==> src/rtl/diff_mod_operator.sv <==
// diff_mod_operator
// Front stage of the unlimited-sampling recovery chain. Each accepted folded
// sample is run through ORDER finite-difference steps (one per cycle), then
// folded back into [-lambda, lambda) by repeated add/subtract of 2*lambda.
// The result is presented on y with a one-cycle y_valid pulse that drives the
// downstream anti-difference operator. The first ORDER samples after reset
// only prime the difference history and produce no y_valid.
module diff_mod_operator #(
    parameter int IN_RES     = 12,
    parameter int OUT_RES    = 16,
    parameter int ORDER      = 2,
    parameter int ORDER_BITS = 2,
    parameter int MAX_FOLD   = 4
) (
    input  logic                      clk,
    input  logic                      reset,
    input  logic                      in_valid,
    input  logic signed [IN_RES-1:0]  x,
    input  logic        [OUT_RES-1:0] lambda,
    output logic signed [OUT_RES-1:0] y,
    output logic                      y_valid,
    output logic                      busy,
    output logic                      fold_err,
    output logic                      overrun
);

    // Accumulator is wide enough that ORDER differences of a sign-extended
    // sample, and one fold step beyond, can never overflow.
    localparam int ACC_W     = OUT_RES + ORDER + 1;
    localparam int FOLD_BITS = $clog2(MAX_FOLD + 1);

    typedef enum logic [1:0] {
        S_IDLE = 2'd0,
        S_DIFF = 2'd1,
        S_FOLD = 2'd2,
        S_OUT  = 2'd3
    } state_t;

    state_t                     state_q,    state_d;
    logic signed [ACC_W-1:0]    v_q,        v_d;
    logic        [OUT_RES-1:0]  lam_q,      lam_d;
    logic        [ORDER_BITS-1:0] step_q,   step_d;
    logic        [FOLD_BITS-1:0] fcnt_q,    fcnt_d;
    logic        [ORDER_BITS-1:0] prime_q,  prime_d;
    logic signed [ACC_W-1:0]    prev_q [ORDER];
    logic signed [ACC_W-1:0]    prev_d [ORDER];
    logic signed [OUT_RES-1:0]  y_q,        y_d;
    logic                       y_valid_q,  y_valid_d;
    logic                       fold_err_q, fold_err_d;
    logic                       overrun_q,  overrun_d;

    // Folding helpers derived from the latched threshold.
    logic signed [ACC_W-1:0]    lam_pos_s;
    logic signed [ACC_W-1:0]    lam_neg_s;
    logic signed [ACC_W-1:0]    lam_two_s;
    logic signed [ACC_W-1:0]    prev_sel_s;
    logic                       above_s;
    logic                       below_s;

    assign lam_pos_s = signed'({{(ACC_W-OUT_RES){1'b0}}, lam_q});
    assign lam_neg_s = -lam_pos_s;
    assign lam_two_s = lam_pos_s + lam_pos_s;
    assign above_s   = (v_q >= lam_pos_s);
    assign below_s   = (v_q <  lam_neg_s);

    // Select the history tap for the current difference step.
    always_comb begin
        prev_sel_s = '0;
        for (int i = 0; i < ORDER; i++) begin
            if (step_q == ORDER_BITS'(i)) begin
                prev_sel_s = prev_q[i];
            end else begin
                prev_sel_s = prev_sel_s;
            end
        end
    end

    // Next-state logic: FSM transitions, datapath updates and sticky flags.
    always_comb begin
        state_d    = state_q;
        v_d        = v_q;
        lam_d      = lam_q;
        step_d     = step_q;
        fcnt_d     = fcnt_q;
        prime_d    = prime_q;
        prev_d     = prev_q;
        y_d        = y_q;
        y_valid_d  = 1'b0;
        fold_err_d = fold_err_q;
        overrun_d  = overrun_q;

        // A strobe arriving while a sample is in flight is dropped and flagged.
        if (in_valid && (state_q != S_IDLE)) begin
            overrun_d = 1'b1;
        end else begin
            overrun_d = overrun_q;
        end

        case (state_q)
            S_IDLE: begin
                if (in_valid) begin
                    v_d     = {{(ACC_W-IN_RES){x[IN_RES-1]}}, x};
                    lam_d   = lambda;
                    step_d  = '0;
                    state_d = S_DIFF;
                end else begin
                    state_d = S_IDLE;
                end
            end

            S_DIFF: begin
                // prev[d] keeps the pre-subtract value: it is the order-d
                // difference of this sample, needed by the next sample.
                v_d = v_q - prev_sel_s;
                for (int i = 0; i < ORDER; i++) begin
                    if (step_q == ORDER_BITS'(i)) begin
                        prev_d[i] = v_q;
                    end else begin
                        prev_d[i] = prev_q[i];
                    end
                end
                if (step_q == ORDER_BITS'(ORDER - 1)) begin
                    fcnt_d  = '0;
                    state_d = S_FOLD;
                end else begin
                    step_d  = step_q + ORDER_BITS'(1);
                    state_d = S_DIFF;
                end
            end

            S_FOLD: begin
                if ((lam_q == '0) || !(above_s || below_s) ||
                    (fcnt_q == FOLD_BITS'(MAX_FOLD))) begin
                    // Leave the fold: bypassed, in range, or out of steps.
                    if ((lam_q != '0) && (above_s || below_s)) begin
                        fold_err_d = 1'b1;
                    end else begin
                        fold_err_d = fold_err_q;
                    end
                    y_d = v_q[OUT_RES-1:0];
                    if (prime_q == ORDER_BITS'(ORDER)) begin
                        y_valid_d = 1'b1;
                    end else begin
                        prime_d = prime_q + ORDER_BITS'(1);
                    end
                    state_d = S_OUT;
                end else if (above_s) begin
                    v_d    = v_q - lam_two_s;
                    fcnt_d = fcnt_q + FOLD_BITS'(1);
                end else begin
                    v_d    = v_q + lam_two_s;
                    fcnt_d = fcnt_q + FOLD_BITS'(1);
                end
            end

            S_OUT: begin
                state_d = S_IDLE;
            end

            default: begin
                state_d = S_IDLE;
            end
        endcase
    end

    // State, datapath and flag registers; reset also discards any in-flight sample.
    always_ff @(posedge clk) begin
        if (reset) begin
            state_q    <= S_IDLE;
            v_q        <= '0;
            lam_q      <= '0;
            step_q     <= '0;
            fcnt_q     <= '0;
            prime_q    <= '0;
            y_q        <= '0;
            y_valid_q  <= 1'b0;
            fold_err_q <= 1'b0;
            overrun_q  <= 1'b0;
            for (int i = 0; i < ORDER; i++) begin
                prev_q[i] <= '0;
            end
        end else begin
            state_q    <= state_d;
            v_q        <= v_d;
            lam_q      <= lam_d;
            step_q     <= step_d;
            fcnt_q     <= fcnt_d;
            prime_q    <= prime_d;
            y_q        <= y_d;
            y_valid_q  <= y_valid_d;
            fold_err_q <= fold_err_d;
            overrun_q  <= overrun_d;
            prev_q     <= prev_d;
        end
    end

    assign y        = y_q;
    assign y_valid  = y_valid_q;
    assign busy     = (state_q != S_IDLE);
    assign fold_err = fold_err_q;
    assign overrun  = overrun_q;

endmodule

==> config.mk <==
export PLATFORM = sky130hd
export DESIGN_NAME = diff_mod_operator
export DESIGN_NICKNAME = d
export VERILOG_FILES = /design/src/rtl/diff_mod_operator.sv
export SDC_FILE = /design/constraint.sdc
export NUM_CORES = 1
export LEC_CHECK = 0
export ABC_AREA = 1
export BUFFER_PORTS_ARGS = -buffer_cell sky130_fd_sc_hd__buf_2
export CORE_ASPECT_RATIO = 1.75
export CORE_UTILIZATION = 55
export DETAILED_ROUTE_END_ITERATION = 8
export GPL_TIMING_DRIVEN = 0
export PLACE_DENSITY = 0.77
export SLEW_MARGIN = 10
export SYNTH_ARGS = -nofsm -noshare
export SYNTH_HDL_FRONTEND = slang
export SYNTH_SLANG_ARGS = --single-unit
export TNS_END_PERCENT = 1
==> constraint.sdc <==
create_clock -name clk -period 3.14 [get_ports clk]
set_input_delay 0.471 -clock clk [delete_from_list [all_inputs] [get_ports clk]]
set_output_delay 0.471 -clock clk [all_outputs]
set_load 0.1 [all_outputs]
==> results.md <==
- Outcome: finished, violations left
- Failing checks: DRC, setup timing
- Ratio of cells with drive above 1 in the final layout: 32.4%
- Clock Skews: 8.48 ps
- Clock Path Buffers: 2
- Final Wtd Congestion: 1.01
- DRC viols: 3
- Depth of the CTS H-tree: 3
- FFs w/ async S/R, synth: 0%
- CP Launch Type: register
- Synth area leaders: dfxtp_1, ha_1, nand2_1, o21ai_0, a21oi_1
- Crit Path Max Fanout: 10
- Largest net degree at the start of global routing: 18
- N_diodes: 0
- Worst path required time: 3430 ps
- Minimum clock period: 3670 ps
- # rows: 52
- Worst path slowest cell: dfxtp_4
- Detailed Route Iter0 Violations: 633
- Post-synth EDFFs: 0
- Vias in the first global route: 7205
- 1st-pass router iterations: 9
- Starting Density: 56.6%
- CTS tree: built
- Critical Path End Type: register
- Total gr overflow: 0
- Top_reg_cell synth: dfxtp_1
- Count leader, synth: nand2_1
- Synthesized Nets: 1044
- Clock sink count: 101
- Die Area: 12400 sq um
- Final period utilization: 117%
- Rel. slew slack: 37.7%
- Clk_lat worst skew: 360 ps
- Final WL: 26200 um
- TritonCTS buffer count: 9
- Crit Path Class: reg -> reg
- Vias per std cell: 6.21
- Avg Synthesized Cell Area: 6.90 sq um
- Post-DP HPWL: 17200 um
- Post-synth top area cell: dfxtp_1
- Core area: 11600 sq um
- Top cell by count, worst path: nand2_1
- Synth Cell Area: 6550 sq um
- Clk slew on worst S/H paths: 80 ps
- Setup slack after layout: -528 ps
- Final Hold Vio Count: 0
- Synth warnings: 0
- Slowest stage delay, CP: 350 ps
- IO Port Bufs: 50
- CP top delay family: simple AND/OR/NAND/NOR gates
- Vias: 7549
- Drt wl/cell: 21.5 um
- Antenna violations before repair: 0
- Post-placement cell area: 7020 sq um
- Final setup violating endpoints: 44
- Cell variety after synth: 46
- Register area share after synthesis: 30.9%
- Measured slew at the worst slew-check pin: 935 ps
- Final Slew Violations: 0
- Synthesized instance count: 950
- Critical path arrival: 3960 ps
- Post-CTS Hold Fix Bufs: 0
- Synth top area share: 30.9%
- ANT nets after route: 0
- Max_cap viols: 0
- Layout Area Growth over Synthesis: 34.9%
- Die H: 146 um
- Hold WC Path Type: in -> reg
- Clock Tree Root: clkbuf_16
- Top cells by count, synth: nand2_1, nor2_1, o21ai_0
- Chip width: 84.5 um
- Unrepaired setup endpoints after global routing: true
- Yosys reg bits: 101
- Nets: 1170
- Crit path buf inv count: 5
- Tot GR Track Use: 39.9%
- First-pass GRT wire length: 37300 um
- I/O pins: 51
- Fillers: 881
- Design Area, Final: 8840 sq um
- Fmax: 0.273 GHz
==> logic make-up (layout without fill, tap and decap cells) <==
family / Yosys count / in the layout / synth area share (%)
AND/OR/NAND/NOR: 384 / 384 / 25.6
buffers and inverters: 117 / 248 / 7.25
multiplexers: 1 / 1 / 0.153
adder cells (fa/ha/maj): 63 / 63 / 12.1
XOR/XNOR: 18 / 18 / 2.41
flip-flops: 101 / 101 / 30.9
AO/OA/AOI/OAI: 266 / 266 / 21.6
==> cells in the final DEF (no fill, tap or decap), types with 4 or more instances in the layout <==
| master | Yosys | layout |
|---|---|---|
| a21oi_1 | 109 | 93 |
| a21oi_2 | 4 | 19 |
| buf_2 | 2 | 52 |
| buf_4 | 2 | 64 |
| buf_8 | 0 | 4 |
| clkbuf_1 | 29 | 22 |
| clkbuf_16 | 0 | 11 |
| clkbuf_2 | 0 | 4 |
| dfxtp_1 | 101 | 70 |
| dfxtp_2 | 0 | 14 |
| dfxtp_4 | 0 | 17 |
| ha_1 | 62 | 33 |
| ha_4 | 0 | 27 |
| inv_1 | 67 | 44 |
| inv_2 | 8 | 21 |
| inv_4 | 1 | 6 |
| inv_8 | 0 | 4 |
| nand2_1 | 161 | 141 |
| nand2_2 | 3 | 16 |
| nand2_4 | 1 | 8 |
| nand3_1 | 46 | 36 |
| nand3_2 | 2 | 10 |
| nand4_1 | 14 | 14 |
| nor2_1 | 128 | 115 |
| nor2_2 | 10 | 15 |
| nor2_4 | 0 | 8 |
| o21ai_0 | 116 | 84 |
| o21ai_1 | 12 | 35 |
| o21ai_2 | 0 | 8 |
| xnor2_1 | 5 | 5 |
| xor2_1 | 13 | 10 |
==> worst paths after layout <==
kind | startpoint | cells past startpoint | slack, ps | end
hold / removal | reset | 2 | 380 | fcnt_q[1]$_SDFFE_PP0P_
hold reg to reg | prime_q[1]$_SDFFE_PP0P_ | 2 | 450 | prime_q[1]$_SDFFE_PP0P_
setup reg to reg | lam_q[5]$_SDFFE_PP0P_ | 25 | -530 | v_q[9]$_SDFFE_PP0P_
setup / recovery | lam_q[5]$_SDFFE_PP0P_ | 25 | -530 | v_q[9]$_SDFFE_PP0P_
==> stage by stage <==
stage | hold slack (ps) | setup TNS (ps) | cells | setup slack [ps] | util, %
after CTS | 392 | -6670 | 1197 | -299 | 71.8
after global placement | 434 | -26050 | 1135 | -1060 | 60.6
after detailed placement | 438 | -27680 | 1135 | -1080 | 60.6
after global routing | 394 | -25000 | 1216 | -713 | 76.4
final | 380 | -17240 | 1216 | -528 | 76.4
after floorplan | 424 | -231 | 950 | -66.0 | -
==> metal layers <==
layer | wire length (um) | vias to the layer above | global-route usage, % | part of all wire [%]
li1 | - | 3459 | - | -
met3 | 2040 | 160 | 6.39 | 7.8
met2 | 12500 | 440 | 68.3 | 48
met5 | 0 | - | 0 | 0
met4 | 2840 | 0 | 40.1 | 11
met1 | 8830 | 3490 | 39.5 | 34
==> worst register-to-register path, cell delays in order, from the launching register on <==
cell     delay (ps)
dfxtp_4         350
buf_4           140
nor2_4          130
nand3_2         100
nor2_4          140
nand4_1         200
nor3_2          250
buf_4           180
xor2_4          240
ha_1            280
nand2_1          90
inv_2            50
o21ai_1          90
a21oi_1         110
nor2_2          150
nand3_1          90
nand2_1          80
nand2_1          80
nand2_2         110
nand2_4          80
nand2_8         120
nand2_8         130
inv_8           130
buf_12          150
nor2_2           40
nor2_1          110
==> flip-flops by register name, summed over array words and instances (netlist names), named ones only <==
register and flops:
prev_q 38, v_q 19, lam_q 16, y 16, fcnt_q 3, prime_q 2
step_q 2, fold_err 1, overrun 1, state_q 1, y_valid 1
==> cell type report <==
| type | count | area (sq um) | share of cell area (%) |
|---|---|---|---|
| buffer | 36 | 236 | 2.67 |
| clock buffer | 11 | 243 | 2.75 |
| clock inverter | 5 | 66.3 | 0.750 |
| inverter | 79 | 348 | 3.93 |
| multi-input combinational | 732 | 4880 | 55.1 |
| sequential | 101 | 2100 | 23.8 |
| tap | 135 | 169 | 1.91 |
| timing repair buffer | 117 | 801 | 9.06 |
==> repair_timing <==
item                       4_1_cts  5_1_grt
buffers inserted                46       18
gates cloned                     2        1
pin swaps                       55       66
gates resized for setup        176      100
setup endpoints to repair       44       44
Power is left out: the tool's default activity adds up to more than one toggle a clock period on the data nets, which glitch-free logic cannot reach.
